$ cat config.mk
export PLATFORM = sky130hd
export DESIGN_NAME = alu_share_arbiter
export DESIGN_NICKNAME = d
export VERILOG_FILES = /design/src/rtl/alu_pkg.sv /design/src/rtl/alu_core.sv /design/src/rtl/alu_share_arbiter.sv
export SDC_FILE = /design/constraint.sdc
export NUM_CORES = 1
export LEC_CHECK = 0
export BUFFER_PORTS_ARGS = -buffer_cell sky130_fd_sc_hd__buf_4
export CORE_AREA = 2 2 193 195
export DETAILED_ROUTE_END_ITERATION = 8
export DIE_AREA = 0 0 195 197
export PLACE_DENSITY = 0.7
export SYNTH_ARGS = -nofsm -noshare
export SYNTH_HDL_FRONTEND = slang
export SYNTH_SLANG_ARGS = --single-unit
$ cat constraint.sdc
create_clock -name clk -period 6 [get_ports clk]
set_clock_uncertainty 0.2 [all_clocks]
set_input_delay 1.8 -clock clk [delete_from_list [all_inputs] [get_ports clk]]
set_output_delay 1.8 -clock clk [all_outputs]
set_load 0.01 [all_outputs]
$ cat src/rtl/alu_pkg.sv
// Shared definitions for the ALU sharing arbiter: operand width, op codes and port ids.
package alu_pkg;

   localparam int DEF_WIDTH = 64;

   typedef logic [1:0] alu_op_t;

   localparam alu_op_t ALU_ADD = 2'b00;
   localparam alu_op_t ALU_SUB = 2'b01;
   localparam alu_op_t ALU_AND = 2'b10;
   localparam alu_op_t ALU_OR  = 2'b11;

   localparam logic PORT0 = 1'b0;
   localparam logic PORT1 = 1'b1;

   // Port that wins the first contention after reset is the one not granted last.
   localparam logic LAST_GRANT_RST = PORT1;

endpackage

$ cat src/rtl/alu_core.sv
// Single shared ALU datapath: combinational ADD/SUB/AND/OR with zero flag.
module alu_core
   import alu_pkg::*;
#(
   parameter int WIDTH = DEF_WIDTH
) (
   input  alu_op_t          op,
   input  logic [WIDTH-1:0] a,
   input  logic [WIDTH-1:0] b,
   output logic [WIDTH-1:0] result,
   output logic             zero
);

   logic [WIDTH-1:0] and_res;
   logic [WIDTH-1:0] or_res;

   assign and_res = a & b;
   assign or_res  = a | b;

   // Carry/borrow out is intentionally dropped; results wrap.
   always_comb begin
      result = '0;
      case (op)
         ALU_ADD: result = a + b;
         ALU_SUB: result = a - b;
         ALU_AND: result = and_res;
         default: result = or_res;
      endcase
   end

   assign zero = ~|result;

endmodule

$ cat src/rtl/alu_share_arbiter.sv
// Round-robin share of one ALU between two requesters, with a registered valid/ready result.
module alu_share_arbiter
   import alu_pkg::*;
#(
   parameter int WIDTH = DEF_WIDTH
) (
   input  logic             clk,
   input  logic             reset,
   input  logic             req0_valid,
   output logic             req0_ready,
   input  alu_op_t          req0_op,
   input  logic [WIDTH-1:0] req0_a,
   input  logic [WIDTH-1:0] req0_b,
   input  logic             req1_valid,
   output logic             req1_ready,
   input  alu_op_t          req1_op,
   input  logic [WIDTH-1:0] req1_a,
   input  logic [WIDTH-1:0] req1_b,
   output logic             rsp_valid,
   input  logic             rsp_ready,
   output logic             rsp_id,
   output logic [WIDTH-1:0] rsp_result,
   output logic             rsp_zero
);

   logic             last_grant;
   logic             can_accept;
   logic             gnt_any;
   logic             gnt_id;
   logic             accept;
   alu_op_t          alu_op;
   logic [WIDTH-1:0] alu_a;
   logic [WIDTH-1:0] alu_b;
   logic [WIDTH-1:0] alu_res;
   logic             alu_zero;

   assign can_accept = !rsp_valid || rsp_ready;
   assign gnt_any    = req0_valid || req1_valid;

   // Contention goes to the port not granted last; otherwise whoever is valid.
   assign gnt_id = (req0_valid && req1_valid) ? ~last_grant : req1_valid;

   assign accept     = can_accept && gnt_any && !reset;
   assign req0_ready = accept && (gnt_id == PORT0);
   assign req1_ready = accept && (gnt_id == PORT1);

   assign alu_op = (gnt_id == PORT1) ? req1_op : req0_op;
   assign alu_a  = (gnt_id == PORT1) ? req1_a  : req0_a;
   assign alu_b  = (gnt_id == PORT1) ? req1_b  : req0_b;

   alu_core #(.WIDTH(WIDTH)) u_alu (
      .op     (alu_op),
      .a      (alu_a),
      .b      (alu_b),
      .result (alu_res),
      .zero   (alu_zero)
   );

   always_ff @(posedge clk or posedge reset) begin
      if (reset) begin
         rsp_valid  <= 1'b0;
         rsp_id     <= PORT0;
         rsp_result <= '0;
         rsp_zero   <= 1'b1;
         last_grant <= LAST_GRANT_RST;
      end else if (accept) begin
         rsp_valid  <= 1'b1;
         rsp_id     <= gnt_id;
         rsp_result <= alu_res;
         rsp_zero   <= alu_zero;
         last_grant <= gnt_id;
      end else if (rsp_ready) begin
         rsp_valid  <= 1'b0;
      end
   end

endmodule

Word level (Yosys, flattened, before mapping)
Cells that the tools add are included.
{ "totals": {"input_bits": 265, "out_inout_bits": 69, "ff_bits": 68, "word_cells": 33} }
{ "classes": {"n_reduce_logical": 13, "bitwise": 4, "n_eq_ne": 2, "mux": 7, "n_addsub": 2} }
{ "ops": {"columns": ["operator", "count"], "rows": [
  ["64-bit one-hot mux with 3 select lines", 1],
  ["64-bit 2-to-1 mux", 2],
  ["64-bit adder", 1],
  ["64-bit AND", 1],
  ["64-bit OR", 1],
  ["64-bit OR reduction", 1],
  ["64-bit subtractor", 1],
  ["1-bit logical AND", 5],
  ["1-bit zero test", 3],
  ["1-bit 2-to-1 mux", 3],
  ["2-bit by 1-bit == test with 1-bit output (second input constant)", 1],
  ["2-bit == test (second input constant)", 1],
  ["2-bit zero test", 1],
  ["1-bit logical OR", 2],
  ["2-bit 2-to-1 mux", 1],
  ["1-bit NOT", 2],
  ["2-bit nonzero test", 1]
]} }

Depth between registers and ports, before layout
Gate-level depths: netlist of run 1.
{ "logic_depth": {"ltp_word": 7, "ltp_mapped": 35, "mapped_depth_nobuf": 26} }

Hierarchy
From an unflattened synthesis of run 1, not the netlist that was laid out.
{ "hier_totals": {"hier_cells": 1430, "hier_area_um2": 11380.9} }
{ "by_module_without_submodules": {"columns": ["module", "seq_area_each_um2", "n_inst", "area_per_inst_um2", "cells_each"], "rows": [
  ["alu_core", 0.0, 1, 7201.9, 1133],
  ["alu_share_arbiter", 1704.1, 1, 4179.0, 297]
]} }

Worst setup path before layout of run 1
OpenSTA, ideal clock, no wires.
{ "synth_timing": {"kind": "input -> register", "from": "in req1_valid", "to": "reg rsp_zero", "required_ns": 5.739, "stages": 33, "t_arrival_ns": 7.557, "path_slack_ns": -1.818, "setup_ns": 0.061, "cell_sequence": "a21bo_4 -> buf_8 -> buf_6 -> buf_2 -> buf_4 -> buf_2 -> buf_2 -> buf_2 -> buf_2 -> nand2_1 -> and2_1 -> ha_1 -> nand2_1 -> a21o_1 -> or2_1 -> nor4b_4 -> nand2_1 -> o21ai_0 -> xnor2_1 -> ha_1 -> clkbuf_2 -> nand2_2 -> nor2_1 -> a211o_1 -> or3_1 -> a311o_1 -> a311oi_2 -> xnor2_1 -> a21oi_1 -> o21ai_0 -> nor4_1 -> nand4_1 -> nand2_1"} }
{ "synth_via": {"elab_chain_len": 7, "word_cells_on_any_way": 18} }
{ "synth_lines": {"columns": ["element", "line_no", "text"], "rows": [
  ["start: declaration", "alu_share_arbiter.sv:14", "input logic req1_valid,"],
  ["1-bit logical AND", "alu_share_arbiter.sv:41", "assign gnt_id = (req0_valid && req1_valid) ? ~last_grant : req1_valid;"],
  ["1-bit 2-to-1 mux", "alu_share_arbiter.sv:41", null],
  ["64-bit 2-to-1 mux, or another cell as far along", "alu_share_arbiter.sv:48", "assign alu_a = (gnt_id == PORT1) ? req1_a : req0_a;"],
  ["64-bit subtractor, or another cell as far along", "alu_core.sv:25", "ALU_SUB: result = a - b;"],
  ["64-bit one-hot mux with 3 select lines", "alu_core.sv:23", "case (op)"],
  ["64-bit OR reduction", "alu_core.sv:31", "assign zero = ~|result;"],
  ["1-bit zero test", "alu_core.sv:31", null],
  ["end signal: assignment", "alu_share_arbiter.sv:70", "rsp_zero <= alu_zero;"],
  ["end: declaration", "alu_share_arbiter.sv:23", "output logic rsp_zero"]
]} }
Parallel ways exist; a longest one is shown, timed or not.
A chain may end at the register's enable or synchronous reset.

Worst setup path in the final report of run 1
{ "layout_timing": {"from": "in req0_valid", "to": "reg rsp_zero"} }
{ "layout_via": {"elab_chain_len": 7, "word_cells_on_any_way": 18} }
{ "layout_lines": {"columns": ["element", "line_no", "text"], "rows": [
  ["start: declaration", "alu_share_arbiter.sv:9", "input logic req0_valid,"],
  ["1-bit logical AND", "alu_share_arbiter.sv:41", null],
  ["1-bit 2-to-1 mux", "alu_share_arbiter.sv:41", null],
  ["64-bit 2-to-1 mux, or another cell as far along", "alu_share_arbiter.sv:48", null],
  ["64-bit subtractor, or another cell as far along", "alu_core.sv:25", null],
  ["64-bit one-hot mux with 3 select lines", "alu_core.sv:23", null],
  ["64-bit OR reduction", "alu_core.sv:31", null],
  ["1-bit zero test", "alu_core.sv:31", null]
]} }
Parallel ways exist; a longest one is shown, timed or not.

==> metrics.md, run 1 <==
| Metric | Value |
|---|---|
| RSZ-0062 raised after global routing | true |
| Adder-cell share of the synthesized area | 9.77% |
| Total clock buffers created by CTS | 9 |
| Max Cap Viol | 0 |
| Largest family of logic cells by synthesized area | simple AND/OR/NAND/NOR gates |
| Port buffer count | between 300 and 400 |
| Number of global-route vias before repair | approximately 17,000 |
| Post-Syn Area | 13,000 µm² |
| Vias | about 18,000 |
| Worst Hold Class | reg -> reg |
| Final WS setup | -0.811 ns |
| Drt drc | 0 |
| Detail Placement HPWL | around 54,000 µm |
| Vias per inst | roughly 5.7 |
| Initial core utilization | 35.8% |
| Nets | roughly 3,100 |
| Total power | 6.20 mW |
| TritonCTS clock tree | yes |
| Synth area leaders | dfrtp_1 13%, nand2_1 11%, mux2i_1 6.5% |
| DP Cell Count | 3,143 |
| Fin cells | 3,245 |
| Failing checks | negative setup slack |
| CP Class | in -> reg |
| Setup Viol. Count Final | 28 |
| Post-synth net total | 2,237 |
| Worst-Skew Late Latency | 0.33 ns |
| Post-DRT Antenna Nets | 0 |
| Pin count of the biggest net entering global routing | 96 |
| Max VDD drop | 0.137 mV |
| DP Worst Slack | -1.44 ns |
| Worst-Margin Slew | around 1.1 ns |
| Final hold vios | 0 |
| First-pass GRT wire length | 98,900 µm |
| Critical path endpoint category | register |
| Chip height | just under 200 µm |
| Slew HR | 29.0% |
| Maximum root-to-sink buffer count | 2 |
| Worst hold margin | around 0.27 ns |
| DP Area | between 15,000 and 20,000 µm² |
| Mean Syn Cell Area | 6.82 µm² |
| Row cnt | 70 |
| DR WL/cell | 20.5 µm |
| IO Count | about 330 |
| Crit start category | input pin |
| Worst Path Arrival | 6.89 ns |
| Reg area | 1700 µm² |
| Die X | 195 µm |
| Root Driver | clkbuf_16 |
| Leading area contributor after synthesis | dfrtp_1 |
| Crit-path max FO | 6 |
| Yosys reg bits | slightly below 70 |
| Synth cell types | about 100 |
| Number of fillers in the final layout | 3,308 |
| Initial antenna violation count | 2 |
| Layout cells sized above 1 | 46.7% |
| Top cell type's share of synthesized area | 12.7% |
| Core area | around 36,000 µm² |
| Die area | about 38,000 µm² |
| Complex-gate fraction of the synthesized area | 26.2% |
| Mux contribution to synthesized area | 8.02% |
| All-Layer GR Usage | 32.9% |
| Setup TNS | -8.51 ns |
| Starting DRC count in detailed routing | 1,838 |
| Number of max-slew violations in the final report | 0 |
| Status | finished, violations left |
| Placer Congestion | about 1.0 |
| Area of the multi-input gates | 12,100 µm² |
| Gate Count Post-Synth | ~1,900 |
| Number of flops mapped to enable cells by yosys | 0 |
| Critical path required time | 6.08 ns |
| CTS clk-pin slew, worst paths | 0.06 ns |
| Clk sink count | 68 |
| Grt ovf | 0 |
| Layout area overhead | 72.3% |
| Final min period | ~6.8 ns |
| Final WL | 66,700 µm |
| Fmax achieved | 147 MHz |
| Main synth FF type | dfrtp_1 |
| Post-synthesis xor/xnor area fraction | 6.61% |
| Ys async rst share | 100% |
| H-tree Lvls | 3 |
| Final instance area | 22,400 µm² |
| Drt pass-1 iters | 8 |
| Final worst-path cycle share | 114% |
| Leak Pwr | 10.7 nW |
| Simple-gate share of the synthesized area | between 30% and 40% |
| Pwr Density | between 200 and 300 nW/µm² |
| Sequential fraction of the synthesis area | 13.1% |
| YS warnings | 0 |
| Core Util, Final | 61.7% |
[routing by layer]
| layer | routed length, µm | track usage (%) | vias to the layer above |
|---|---|---|---|
| met5 | 0 | 0 | - |
| met4 | 982 | 6.70 | 0 |
| met3 | 7280 | 6.54 | 74 |
| met2 | 27600 | 47.3 | 968 |
| met1 | 30800 | 50.0 | 8660 |
| li1 | - | - | 8646 |
[final cells by class]
class                   count  share of cell area, %
multi-input cells        1678                   53.8
inverters                  37                  0.632
diodes                      2                 0.0224
repair buffers            976                   33.8
clock inverters             5                  0.369
well taps                 468                   2.62
clock buffers              11                   1.13
flip-flops and latches     68                   7.61
[synth_stat cells, types with 21 or more instances]
master,number
dfrtp_1,66
buf_2,44
nand4_1,35
a31oi_1,28
ha_1,66
xnor2_1,54
nor3_1,74
and3_1,21
maj3_1,40
o211ai_1,24
nand2_1,365
o21ai_0,140
a21o_1,38
xor2_1,44
nand3_1,37
nor2_1,184
a21oi_1,136
clkbuf_1,53
inv_1,35
mux2i_1,85
[path summary, 6_finish.rpt]
| check | from | end | slack (ns) | cells past startpoint |
|---|---|---|---|---|
| max in group asynchronous | reset | rsp_result[58] | 3.34 | 3 |
| worst min-delay path | rsp_result[32] | rsp_result[32] | 0.27 | 2 |
| worst min register to register | rsp_result[32] | rsp_result[32] | 0.27 | 2 |
| worst max register to register | last_grant | rsp_zero | 0.23 | 24 |
| min in group asynchronous | reset | rsp_result[7] | 1.32 | 2 |
| worst max-delay path | req0_valid | rsp_zero | -0.81 | 24 |
[worst max-delay path: stages]
cell       delay, ns
buf_8           0.10
a21bo_4         0.28
buf_12          0.16
or4_4           0.42
o22a_4          0.27
nor3_4          0.16
nand3_2         0.14
nor4_4          0.35
nand2_1         0.12
nand2_1         0.09
xnor2_1         0.08
ha_1            0.36
a21o_1          0.21
a21o_1          0.20
a21oi_2         0.20
o21a_1          0.24
o2bb2ai_4       0.11
o2111a_2        0.31
or2_1           0.27
a221oi_2        0.33
o211ai_1        0.16
nor4_1          0.31
nand4_1         0.13
nand2_1         0.09
[where the power goes]
group | internal [mW] | total (mW) | switching (mW)
Clock | 0.388 | 0.593 | 0.205
Combinational | 2.38 | 4.90 | 2.52
Sequential | 0.611 | 0.703 | 0.0919
[timing repair]
action | in CTS | in global routing
hold buffers | 0 | 0
cloned | 0 | 2
buffers inserted | 36 | 50
pin swaps | 63 | 98
gates resized for setup | 129 | 173
setup endpoints to repair | 35 | 38
[cells in the final DEF, fill, tap and decap left out, drive strengths merged, types with 14 or more instances in the layout]
master	n
a31oi	28
a21o	38
dfrtp	66
nand4	36
xnor2	54
xor2	44
inv	38
nand3	38
nor3	78
o21ai	152
a21oi	143
o21a	15
nand2	368
o31ai	14
and3	21
maj3	42
nor4	25
o211ai	24
o21bai	17
or3	17
ha	66
nor2	185
buf	974
a311oi	14
mux2i	87
[sequential cells by signal, summed over array words and instances, names as in the netlist]
signal	flops
rsp_zero	1
rsp_valid	1
rsp_result	64
rsp_id	1
last_grant	1
[kinds of logic (layout without fill, tap and decap cells)]
| group | Yosys count | in the layout |
|---|---|---|
| compound gates | 528 | 528 |
| buf+inv | 159 | 1029 |
| other cells | 0 | 2 |
| mux | 99 | 99 |
| flops | 68 | 68 |
| xor+xnor | 98 | 98 |
| fa+ha+maj | 109 | 109 |
| simple gates | 844 | 844 |
(Power assumes the default switching activity.)
==> run 2: changes to the inputs <==
--- a/config.mk
+++ b/config.mk
@@ -10,6 +10,7 @@
 export DETAILED_ROUTE_END_ITERATION = 8
 export DIE_AREA = 0 0 195 197
 export PLACE_DENSITY = 0.7
+export RECOVER_POWER = 100
 export SYNTH_ARGS = -nofsm -noshare
 export SYNTH_HDL_FRONTEND = slang
 export SYNTH_SLANG_ARGS = --single-unit
==> metrics.md, run 2 (synthesis results as in run 1) <==
| Metric | Value |
|---|---|
| Slowest CP cell | or4_4 |
| Clk sink count | 68 (unchanged) |
| Clk network pwr share | 9.8% (+0.2 points) |
| Int Pwr | 3.26 mW (-3.6%) |
| Maximum root-to-sink buffer count | 2 (unchanged) |
| Cells on worst reg2reg path | 24 (unchanged) |
| R2R Path End | rsp_zero |
| CP cell instances | buf_8 > a21bo_4 > buf_12 > or4_4 > o22a_4 > nor3_4 > nand3_2 > nor4_4 > nand2_1 > nand2_1 > xnor2_1 > ha_1 > a21o_1 > a21o_1 > a21oi_2 > o21a_1 > o2bb2ai_4 > o2111a_2 > or2_1 > a221oi_2 > o211ai_1 > nor4_1 > nand4_1 > nand2_1 |
| Slew HR | -55.9% (-85 points) |
| Worst Path Buf+Inv | 2 (unchanged) |
| GR Layer Usage met3 | 6.54% (unchanged) |
| Pin count of the biggest net entering global routing | 96 (unchanged) |
| Number of global-route vias before repair | 17,082 (unchanged) |
| Layout cells sized above 1 | 44.3% (-2.5 points) |
| All-Layer GR Usage | 32.9% (unchanged) |
| Crit start category | input pin |
| DP Worst Slack | -1.44 ns (unchanged) |
| Crit-path max FO | 6 (unchanged) |
| Final hold vios | 0 (unchanged) |
| Initial core utilization | 35.8% (unchanged) |
| Sw Pwr | 2.82 mW (about the same) |
| TritonCTS clock tree | yes |
| Worst Path Arrival | 6.89 ns (about the same) |
| CTS clk-pin slew, worst paths | 0.06 ns (about the same) |
| Max VDD drop | 0.136 mV (-0.97%) |
| Detail Placement HPWL | 54,300 µm (unchanged) |
| Slowest cell delay on critical path | 0.42 ns (about the same) |
| Starting DRC count in detailed routing | 1,888 (+2.7%) |
| Sw frac | 46.4% (+0.90 points) |
| Failing checks | max-capacitance violations, max-slew violations, negative setup slack |
| Most common cell after layout, fill and taps aside | buf_4 |
| Worst-Skew Late Latency | 0.33 ns (about the same) |
| Chip height | 197 µm (unchanged) |
| Layout area overhead | 70.3% |
| CP Depth | 24 (unchanged) |
| Met2 Track Usage GR | 47.3% (unchanged) |
| Root Driver | clkbuf_16 |
| Crit path to | rsp_zero |
| RSZ-0062 raised after global routing | true |
| Most frequent cells in the layout | 872 x buf_4, 345 x nand2_1, 167 x nor2_1 |
| Layer with the highest usage | met1 |
| Die area | 38,400 µm² (unchanged) |
| CP Class | in -> reg |
| DP Area | 20,000 µm² (unchanged) |
| Final WL | 66,700 µm (+0.12%) |
| Fmax achieved | 147 MHz (about the same) |
| First-pass GRT wire length | 98,900 µm (unchanged) |
| Final instance area | 22,100 µm² (-1.1%) |
| Vias per inst | 5.62 (-0.65%) |
| Worst-Margin Slew | 2.34 ns (+1.27 ns) |
| Met1 usage | 50.0% (unchanged) |
| IO Count | 334 (unchanged) |
| Nets | 3,102 (unchanged) |
| Status | finished, violations left |
| Final worst-path cycle share | 114% (about the same) |
| DR WL/cell | 20.6 µm (+0.12%) |
| Most frequent CP cell | nand2_1 |
| Vias | 18,229 (-0.65%) |
| Critical path endpoint category | register |
| Core Util, Final | 61.0% (-0.70 points) |
| Total clock buffers created by CTS | 9 (unchanged) |
| Final min period | 6.81 ns (+0.000666 ns) |
| Initial antenna violation count | 2 (unchanged) |
| Grt ovf | 0 (unchanged) |
| CP top delay family | compound AO/OA/AOI/OAI gates |
| Core area | 36,300 µm² (unchanged) |
| R2R Path Start | last_grant |
| Logic pwr share | 78.7% (-0.4 points) |
| FF-to-FF setup slack | 0.23 ns (about the same) |
| Pwr Density | 275 nW/µm² (-0.81%) |
| Port buffer count | 333 (unchanged) |
| Drt drc | 0 (unchanged) |
| Number of max-slew violations in the final report | 46 (+46) |
| Leak Pwr | 10.4 nW (-2.4%) |
| Post-DRT Antenna Nets | 0 (unchanged) |
| Critical path required time | 6.08 ns (about the same) |
| Row cnt | 70 (unchanged) |
| Setup TNS | -8.88 ns (-0.365 ns) |
| Placer Congestion | 1.04 (unchanged) |
| Setup crit start | req0_valid |
| Max Cap Viol | 1 (+1) |
| Max FFs per register | 64 (unchanged) |
| Die X | 195 µm (unchanged) |
| Drt pass-1 iters | 7 (-1) |
| H-tree Lvls | 3 (unchanged) |
| Final WS setup | -0.811 ns (-0.000666 ns) |
| Reg power frac | 11.5% (+0.2 points) |
| Number of fillers in the final layout | 3,358 (+1.5%) |
| Worst Hold Class | reg -> reg |
| Biggest register | rsp_result |
| Setup Viol. Count Final | 26 (-7.1%) |
-- run 2: cell types whose count changed in the layout (fill, tap and decap cells not counted), sizes merged --
| cell | change |
|---|---|
| buf | -68 |
| clkbuf | +68 |
-- run 2: cell type report --
cell class / count / area, µm² / area share, %
clock inverters: 5 / 82.6 / 0.373
repair buffers: 976 / 7310 / 33.0
clock buffers: 11 / 253 / 1.14
well taps: 468 / 586 / 2.65
inverters: 37 / 141 / 0.639
diodes: 2 / 5.00 / 0.0226
flip-flops and latches: 68 / 1700 / 7.70
multi-input cells: 1678 / 12100 / 54.5
-- run 2: worst min-delay path by stage --
stage | startpoint | to | cells past startpoint | slack, ns
2_1_floorplan | rsp_zero | rsp_zero | 2 | 0.26
3_3_place_gp | rsp_id | rsp_id | 1 | 0.26
3_5_place_dp | rsp_result[61] | rsp_result[61] | 2 | 0.26
4_1_cts | rsp_result[61] | rsp_result[61] | 2 | 0.28
5_1_grt | rsp_result[32] | rsp_result[32] | 2 | 0.29
6_report | rsp_result[32] | rsp_result[32] | 2 | 0.27
-- run 2: metal layers --
metal	vias up	share of wire [%]
li1	8642	-
met2	857	41
met3	58	10
met5	-	0
met4	0	1.4
met1	8672	47
-- run 2: through the flow --
| step | cells | power [mW] | hold WS (ns) |
|---|---|---|---|
| final | 3245 | 6.08 | 0.271 |
| after global routing | 3245 | 6.42 | 0.290 |
| after CTS | 3194 | 5.70 | 0.279 |
| after detailed placement | 3143 | 4.85 | 0.264 |
| after global placement | 3143 | 4.80 | 0.260 |
| after floorplan | 1905 | 2.77 | 0.265 |
-- run 2: power groups by stage --
stage	sequential, mW	combinational (mW)	clock [mW]
finish	0.699	4.79	0.593
CTS	0.705	4.39	0.601
global placement	0.703	4.10	0
global route	0.722	5.08	0.620
floorplan	0.767	2.00	0
detailed placement	0.713	4.14	0
-- run 2: tightest hold or removal path, cell delays in order (launching register included) --
cell,delay [ns]
dfrtp_1,0.34
nand2_1,0.05
nand2_1,0.05
-- run 2: what timing repair did --
| action | 4_1_cts | 5_1_grt |
|---|---|---|
| buffers inserted | 36 | 50 |
| hold buffers | 0 | 0 |
| cloned | 0 | 2 |
| setup endpoints to repair | 35 | 38 |
| pin swaps | 63 | 98 |
| resized for setup | 129 | 173 |
